`src/rtl/bp_me_pkg.sv`:
```
// Shared types and helpers for the memory-response wormhole scheduler and its encoders.
`ifndef BP_ME_WH_PKT_LEN
`define BP_ME_WH_PKT_LEN(pkt_mp, cord_width_mp, len_width_mp) \
    pkt_mp[cord_width_mp +: len_width_mp]
`endif

package bp_me_pkg;

    typedef enum logic [0:0] {
        e_idle,
        e_send
    } bp_me_wormhole_sched_state_e;

    // Highest flit index a packet of the given width can occupy on the link.
    function automatic int unsigned bp_me_max_len(input int unsigned packet_width,
                                                  input int unsigned flit_width);
        return (packet_width + flit_width - 1) / flit_width - 1;
    endfunction

endpackage

```
`src/rtl/bsg_arb_round_robin.sv`:
```
// Round-robin arbiter: priority starts just above the last accepted grant.
module bsg_arb_round_robin #(
    parameter int unsigned width_p = 2
) (
    input  logic               clk_i,
    input  logic               reset_n_i,
    input  logic [width_p-1:0] reqs_i,
    output logic [width_p-1:0] grants_o,
    input  logic               yumi_i
);
    localparam int unsigned idx_width_lp = (width_p > 1) ? $clog2(width_p) : 1;

    logic [idx_width_lp-1:0] last_r;
    logic [idx_width_lp-1:0] w_grant_idx;
    logic                    w_found;

    always_comb begin
        grants_o    = '0;
        w_grant_idx = last_r;
        w_found     = 1'b0;
        // Requesters above last_r win first; otherwise wrap around from index 0.
        for (int i = 0; i < int'(width_p); i++) begin
            if (!w_found && reqs_i[i] && (idx_width_lp'(i) > last_r)) begin
                w_found     = 1'b1;
                grants_o[i] = 1'b1;
                w_grant_idx = idx_width_lp'(i);
            end
        end
        for (int i = 0; i < int'(width_p); i++) begin
            if (!w_found && reqs_i[i]) begin
                w_found     = 1'b1;
                grants_o[i] = 1'b1;
                w_grant_idx = idx_width_lp'(i);
            end
        end
    end

    always_ff @(posedge clk_i or negedge reset_n_i) begin
        if (!reset_n_i) begin
            last_r <= idx_width_lp'(width_p - 1);
        end else if (yumi_i && w_found) begin
            last_r <= w_grant_idx;
        end
    end

endmodule

```
`src/rtl/bp_me_wormhole_mem_resp_sched.sv`:
```
// Arbitrates encoded mem_resp wormhole packets from several sources onto one link,
// streaming each granted packet as len+1 flits, LSB flit first.
module bp_me_wormhole_mem_resp_sched
    import bp_me_pkg::*;
#(
    parameter int unsigned num_req_p      = 2,
    parameter int unsigned flit_width_p   = 64,
    parameter int unsigned cord_width_p   = 7,
    parameter int unsigned len_width_p    = 4,
    parameter int unsigned packet_width_p = 256
) (
    input  logic                                clk_i,
    input  logic                                reset_n_i,
    input  logic [num_req_p*packet_width_p-1:0] packet_i,
    input  logic [num_req_p-1:0]                v_i,
    output logic [num_req_p-1:0]                ready_o,
    output logic [flit_width_p-1:0]             link_data_o,
    output logic                                link_v_o,
    input  logic                                link_ready_i,
    output logic                                len_err_o
);
    localparam int unsigned max_len_lp   = bp_me_max_len(packet_width_p, flit_width_p);
    localparam int unsigned pad_width_lp = (max_len_lp + 1) * flit_width_p;
    localparam logic [len_width_p-1:0] max_len_l = len_width_p'(max_len_lp);

    bp_me_wormhole_sched_state_e state_r;
    logic [packet_width_p-1:0]   pkt_r;
    logic [len_width_p-1:0]      len_r;
    logic [len_width_p-1:0]      flit_cnt_r;
    logic                        len_err_r;

    logic                        w_win;
    logic                        w_accept;
    logic [num_req_p-1:0]        w_grants;
    logic [packet_width_p-1:0]   w_pkt_sel;
    logic [len_width_p-1:0]      w_len_in;
    logic                        w_len_over;
    logic [pad_width_lp-1:0]     w_pkt_pad;

    // Reset is folded in so ready_o stays low while reset is held.
    assign w_win = reset_n_i &&
                   ((state_r == e_idle) ||
                    (link_ready_i && (flit_cnt_r == len_r)));
    assign w_accept = w_win && (|v_i);

    bsg_arb_round_robin #(
        .width_p (num_req_p)
    ) u_arb (
        .clk_i     (clk_i),
        .reset_n_i (reset_n_i),
        .reqs_i    (v_i & {num_req_p{w_win}}),
        .grants_o  (w_grants),
        .yumi_i    (w_accept)
    );

    assign ready_o = w_grants;

    always_comb begin
        w_pkt_sel = '0;
        for (int i = 0; i < int'(num_req_p); i++) begin
            if (w_grants[i]) begin
                w_pkt_sel = w_pkt_sel | packet_i[i*packet_width_p +: packet_width_p];
            end
        end
    end

    assign w_len_in   = `BP_ME_WH_PKT_LEN(w_pkt_sel, cord_width_p, len_width_p);
    assign w_len_over = (w_len_in > max_len_l);

    always_comb begin
        w_pkt_pad                     = '0;
        w_pkt_pad[packet_width_p-1:0] = pkt_r;
    end

    always_ff @(posedge clk_i or negedge reset_n_i) begin
        if (!reset_n_i) begin
            state_r    <= e_idle;
            pkt_r      <= '0;
            len_r      <= '0;
            flit_cnt_r <= '0;
            len_err_r  <= 1'b0;
        end else if (w_win) begin
            flit_cnt_r <= '0;
            if (w_accept) begin
                state_r <= e_send;
                pkt_r   <= w_pkt_sel;
                len_r   <= w_len_over ? max_len_l : w_len_in;
                if (w_len_over) begin
                    len_err_r <= 1'b1;
                end
            end else begin
                state_r <= e_idle;
            end
        end else if ((state_r == e_send) && link_ready_i) begin
            flit_cnt_r <= flit_cnt_r + 1'b1;
        end
    end

    assign link_v_o    = (state_r == e_send);
    assign link_data_o = w_pkt_pad[32'(flit_cnt_r) * flit_width_p +: flit_width_p];
    assign len_err_o   = len_err_r;

endmodule

```
`config.mk`:
```
export PLATFORM = sky130hd
export DESIGN_NAME = bp_me_wormhole_mem_resp_sched
export DESIGN_NICKNAME = d
export VERILOG_FILES = /design/src/rtl/bp_me_pkg.sv /design/src/rtl/bsg_arb_round_robin.sv /design/src/rtl/bp_me_wormhole_mem_resp_sched.sv
export SDC_FILE = /design/constraint.sdc
export NUM_CORES = 1
export LEC_CHECK = 0
export BUFFER_PORTS_ARGS = -buffer_cell sky130_fd_sc_hd__buf_2
export CAP_MARGIN = 10
export CORE_AREA = 2 2 231 233
export CTS_CLUSTER_DIAMETER = 30
export DETAILED_ROUTE_END_ITERATION = 16
export DIE_AREA = 0 0 233 235
export PLACE_DENSITY = 0.59
export SLEW_MARGIN = 20
export SYNTH_ARGS = -nofsm -noshare
export SYNTH_HDL_FRONTEND = slang
export SYNTH_SLANG_ARGS = --single-unit
```
`constraint.sdc`:
```
create_clock -name clk_i -period 4.1 [get_ports clk_i]
set_input_delay 0.205 -clock clk_i [delete_from_list [all_inputs] [get_ports clk_i]]
set_output_delay 0.205 -clock clk_i [all_outputs]
set_load 0.1 [all_outputs]
```
Yosys cells after proc, flatten, opt, wreduce, memory -nomap -nowiden
Cells that the tools add are included.
{"block": "classes", "n_addsub": 1, "order_cmp": 3, "n_eq_ne": 1, "shift": 1, "mux": 17, "bitwise_logic": 3, "n_reduce_logical": 20}
{"operator": "256-bit two-way mux", "n": 2}
{"operator": "256-bit OR", "n": 1}
{"operator": "256-bit by 11-bit indexed part select with 64-bit output", "n": 1}
{"operator": "1-bit two-way mux", "n": 12}
{"operator": "4-bit two-way mux", "n": 3}
{"operator": "1-bit logical AND", "n": 10}
{"operator": "4-bit by 1-bit adder with 4-bit output (second input constant)", "n": 1}
{"operator": "4-bit == test", "n": 1}
{"operator": "4-bit by 2-bit greater-than comparator with 1-bit output (second input constant)", "n": 1}
{"operator": "2-bit AND reduction", "n": 2}
{"operator": "4-bit nonzero test", "n": 1}
{"operator": "1-bit zero test", "n": 3}
{"operator": "3-bit AND reduction", "n": 1}
{"operator": "2-bit AND", "n": 1}
{"operator": "1-bit greater-than comparator (first input constant)", "n": 2}
{"operator": "2-bit nonzero test", "n": 1}
{"operator": "2-bit OR reduction", "n": 1}
{"operator": "1-bit logical OR", "n": 1}
{"operator": "1-bit inverter", "n": 1}
{"block": "totals", "ff_bits": 267, "inputBits": 517, "out_inout_bits": 68, "wordCells": 52}

Longest topological paths before layout
{"block": "depth", "ltp_word": 20, "mapped_depth": 8, "depth_no_buf": 4}

Cells and area by module
Synthesis repeated with hierarchy kept, for this count alone.
{"block": "hier_totals", "cells_unflattened": 1058, "area_unflattened_um2": 14480.1}
{"module": "bp_me_wormhole_mem_resp_sched", "instances": 1, "cells_each": 1052, "area_each_um2": 14423.8, "seq_area_each_um2": 6656.4}
{"module": "bsg_arb_round_robin", "instances": 1, "cells_each": 6, "area_each_um2": 56.3, "seq_area_each_um2": 26.3}

Worst setup path after synthesis
Ideal clock, no wire load.
{"block": "synth_path", "path_kind": "reg2out", "startpoint": "reg flit_cnt_r[0]", "endpoint": "out link_data_o[37]", "t_arrival_ns": 2.632, "required_time_ns": 3.895, "path_slack_ns": 1.263, "stages_incl_launch_ff": 6, "path_buffers": 3, "cell_sequence": "dfrtp_1 clkbuf_1 buf_4 buf_2 mux4_2 nor2b_1"}
{"block": "synth_via", "elab_chain_len": 1}
{"item": "start: declaration", "line": "bp_me_wormhole_mem_resp_sched.sv:29", "text": "logic [len_width_p-1:0] flit_cnt_r;"}
{"item": "start signal: assignment", "line": "bp_me_wormhole_mem_resp_sched.sv:95", "text": "flit_cnt_r <= flit_cnt_r + 1'b1;"}
{"item": "256-bit by 11-bit indexed part select with 64-bit output", "line": "bp_me_wormhole_mem_resp_sched.sv:100", "text": "assign link_data_o = w_pkt_pad[32'(flit_cnt_r) * flit_width_p +: flit_width_p];"}
{"item": "end: declaration", "line": "bp_me_wormhole_mem_resp_sched.sv:17", "text": "output logic [flit_width_p-1:0] link_data_o,"}
Every way passes these cells.

Final worst setup path
{"block": "layout_path", "startpoint": "reg flit_cnt_r[1]", "endpoint": "out ready_o[0]"}
{"block": "layout_via", "elab_chain_len": 14}
{"item": "4-bit == test *", "line": "bp_me_wormhole_mem_resp_sched.sv:43", "text": "(link_ready_i && (flit_cnt_r == len_r)));"}
{"item": "1-bit logical AND *", "line": "bp_me_wormhole_mem_resp_sched.sv:43"}
{"item": "1-bit logical OR *", "line": "bp_me_wormhole_mem_resp_sched.sv:42", "text": "((state_r == e_idle) ||"}
{"item": "1-bit logical AND *", "line": "bp_me_wormhole_mem_resp_sched.sv:41", "text": "assign w_win = reset_n_i &&"}
{"item": "2-bit AND *", "line": "bp_me_wormhole_mem_resp_sched.sv:51", "text": ".reqs_i (v_i & {num_req_p{w_win}}),"}
{"item": "1-bit logical AND", "line": "bsg_arb_round_robin.sv:23", "text": "if (!w_found && reqs_i[i] && (idx_width_lp'(i) > last_r)) begin"}
{"item": "1-bit two-way mux", "line": "bsg_arb_round_robin.sv:23"}
{"item": "1-bit zero test", "line": "bsg_arb_round_robin.sv:23"}
{"item": "1-bit logical AND (2 in series)", "line": "bsg_arb_round_robin.sv:23"}
{"item": "1-bit two-way mux", "line": "bsg_arb_round_robin.sv:23"}
{"item": "1-bit zero test", "line": "bsg_arb_round_robin.sv:30", "text": "if (!w_found && reqs_i[i]) begin"}
{"item": "1-bit logical AND", "line": "bsg_arb_round_robin.sv:30"}
{"item": "1-bit two-way mux *", "line": "bsg_arb_round_robin.sv:30"}
{"item": "end: declaration", "line": "bp_me_wormhole_mem_resp_sched.sv:16", "text": "output logic [num_req_p-1:0] ready_o,"}
Mark *: on every way between the ends. The rest lies on a longest branch, timed or not.

==> impl_metrics.toml <==
[clock_network]
cts.clk_slew.worst_paths_ps = 40
clk_path_buf_depth = 3
htreeDepth = 3
cts_buffers = 73
clock_latency_ps = 570
root_buffer = "clkbuf_16"
cts-resized-gates = 0
cts_sinks = 267
cts_setup_buffers = 0
cts_tree = "yes"

[logic_synthesis]
synth_commonest_cells = "266 x dfrtp_1, 254 x a22o_1, 254 x a32o_1"
synth_fp_nets = 1642
syn_area_um2 = 14500
synthMostInstantiatedCell = "dfrtp_1"
ys_top_cells_by_area = "dfrtp_1 46%, a32o_1 18%, a22o_1 15%"
yosysTopAreaCell = "dfrtp_1"
netlist_instances = 1124
synth.distinct_cells = 35
synth_area_per_cell_um2 = 12.9
synthArstFlopShare_pct = 100
synth.yosys.seq_area_share_pct = 46.1
synth_warnings = 0
synth_edf_count = 0
synth-seq-cells = 267
ys.flop_type = "dfrtp_1"
yosysTopAreaCellShare_pct = 45.9

[worst_setup_path]
crit_chain = "xnor2_1 -> nand3_1 -> o21ai_4 -> and3_1 -> buf_2"
slowest_stage = "dfrtp_4"
start_kind = "register"
crit_required_ps = 3890
cp_num_buf_inv = 1
end_kind = "output port"
critPathKind = "reg2out"
crit_path_max_incr_delay_ps = 770
cp_max_fo = 32
crit_arrival_ps = 3100
crit_family = "flip-flops"

[placed_design]
placed_area_um2 = 17900
place_hpwl_um = 33500
port_buffers = 584
routabilityCongestion = 0.825

[drt]
first_iter_violations = 893
drtPass1Iterations = 5
drc = 0
dr.max_layer_used = "met5"
m1WireLength_um = 20500
ant_nets = 0
routed_wl_um = 49600
vias = 13589
dr_wl_met2_um = 25400
wl_met3_um = 2670
via_per_inst = 5.33
wl_per_cell_um = 19.5

[run_status]
outcome = "finished clean"

[die]
start_util_pct = 27.7
dieArea_um2 = 54800
io_pins = 585
design.core.area_um2 = 52200
die_w_um = 233
fp-row-count = 84
dieHeight_um = 235

[min_path]
hp-class = "in2reg"

[sta]
period_share_pct = 80.5
tns_ps = 0
tightest_slew_ps = 1010
skew_ps = 19.1
period_needed_ps = 3300
max_slew_margin_pct = 32.3
drv_slew = 0
max_clock_freq_ghz = 0.303
setup_viol = 0
grt_setup_unrepaired = "false"
hold_viol = 0

[layout]
post-route-cell-area_um2 = 21900
layout-drive-gt1-share_pct = 43.3
nFillCells = 4918
area_growth_pct = 50.8
finalNetCount = 2318

[global_routing]
track_usage_pct = 17.5
overflow = 0
grt_pass1_wl_um = 75100
grt_max_degree = 203
grt_pass1_vias = 13652
antenna_found_initial = 3

[power]
peakVddDrop_v = 0.000671
power.density_nw_per_um2 = 975
p_leak_nw = 10.1

[flow_run]
drv_cap = 0
-- flip-flops by register name (all words and copies together), names as in the netlist --
signal        count
link_v_o          1
len_err_o         1
pkt_r           256
u_arb.last_r      1
len_r             4
flit_cnt_r        4
-- timing repair --
| item | in CTS | in global routing |
|---|---|---|
| endpoints found under the hold margin | 140 | 0 |
| hold buffers | 154 | 0 |
| setup endpoints to repair | 0 | 0 |
-- layer usage --
metal	global-route usage, %	vias up
met5	0	-
met4	5.52	2
met3	3.69	77
met2	30.5	485
met1	21.5	6863
li1	-	6162
-- cells in the final DEF, fill, tap and decap left out, types with 6 or more instances in the layout --
master,instances
clkbuf_8,12
nor2b_1,64
buf_12,12
dfrtp_1,264
clkbuf_16,75
a22o_1,254
a32o_1,254
clkbuf_1,15
clkinv_2,14
buf_2,583
buf_4,16
nand2_1,6
mux4_2,64
dlygate4sd3_1,154
-- stage by stage --
step                hold slack (ps)  util (%)  instances  power (W)  worst slack [ps]
detailed placement              208      34.2       2259     0.0157              1290
finish                         27.5      41.8       2549     0.0213               799
floorplan                     -90.6         -       1124     0.0135              1260
global placement                198      34.2       2259     0.0154              1320
global route                   3.49      41.8       2548     0.0223               569
CTS                          0.0523      41.8       2547     0.0215               650
-- kinds of logic (layout without fill, tap and decap cells) --
family | count (synthesis) | count (layout) | share of synthesized area (%)
compound gates | 525 | 525 | 33.8
xor+xnor | 6 | 6 | 0.363
fa+ha+maj | 1 | 1 | 0.0863
buf+inv | 169 | 904 | 5.80
flops | 267 | 267 | 46.1
mux | 69 | 69 | 10.3
other cells | 0 | 2 | 0
simple gates | 87 | 87 | 3.56
-- power breakdown --
part / switching [W] / leakage, nW / internal (W)
Sequential: 0.000792 / 3.28 / 0.00394
Clock: 0.00167 / 1.20 / 0.00386
Combinational: 0.00750 / 5.64 / 0.00356
-- cell type report --
cell class,instances,area [µm²],area share (%)
tap,688,861,3.94
timing repair buffer,766,4830,22.1
clock buffer,102,2100,9.60
inverter,4,15.0,0.0687
antenna,2,5.00,0.0229
multi-input combinational,688,7000,32.0
sequential,267,6690,30.6
clock inverter,32,358,1.64
-- worst reg2reg max path, cell delays in order (launching register included) --
cell and delay [ps]:
dfstp_2 570, nand2b_1 220, and2_4 480, buf_12 270, buf_12 290, a22o_1 210
dlygate4sd3_1 540, a32o_1 160
-- final timing paths --
path	startpoint	end	slack, ps	depth (start not counted)
setup / recovery	flit_cnt_r[1]	ready_o[0]	800	5
hold / removal	packet_i[264]	pkt_r[8]	30	3
setup reg to reg	u_arb.last_r	pkt_r[229]	1280	7
hold reg to reg	pkt_r[239]	pkt_r[239]	480	1
max in group asynchronous	reset_n_i	pkt_r[221]	2510	3
min in group asynchronous	reset_n_i	pkt_r[128]	200	2
(Power assumes the default switching activity.)
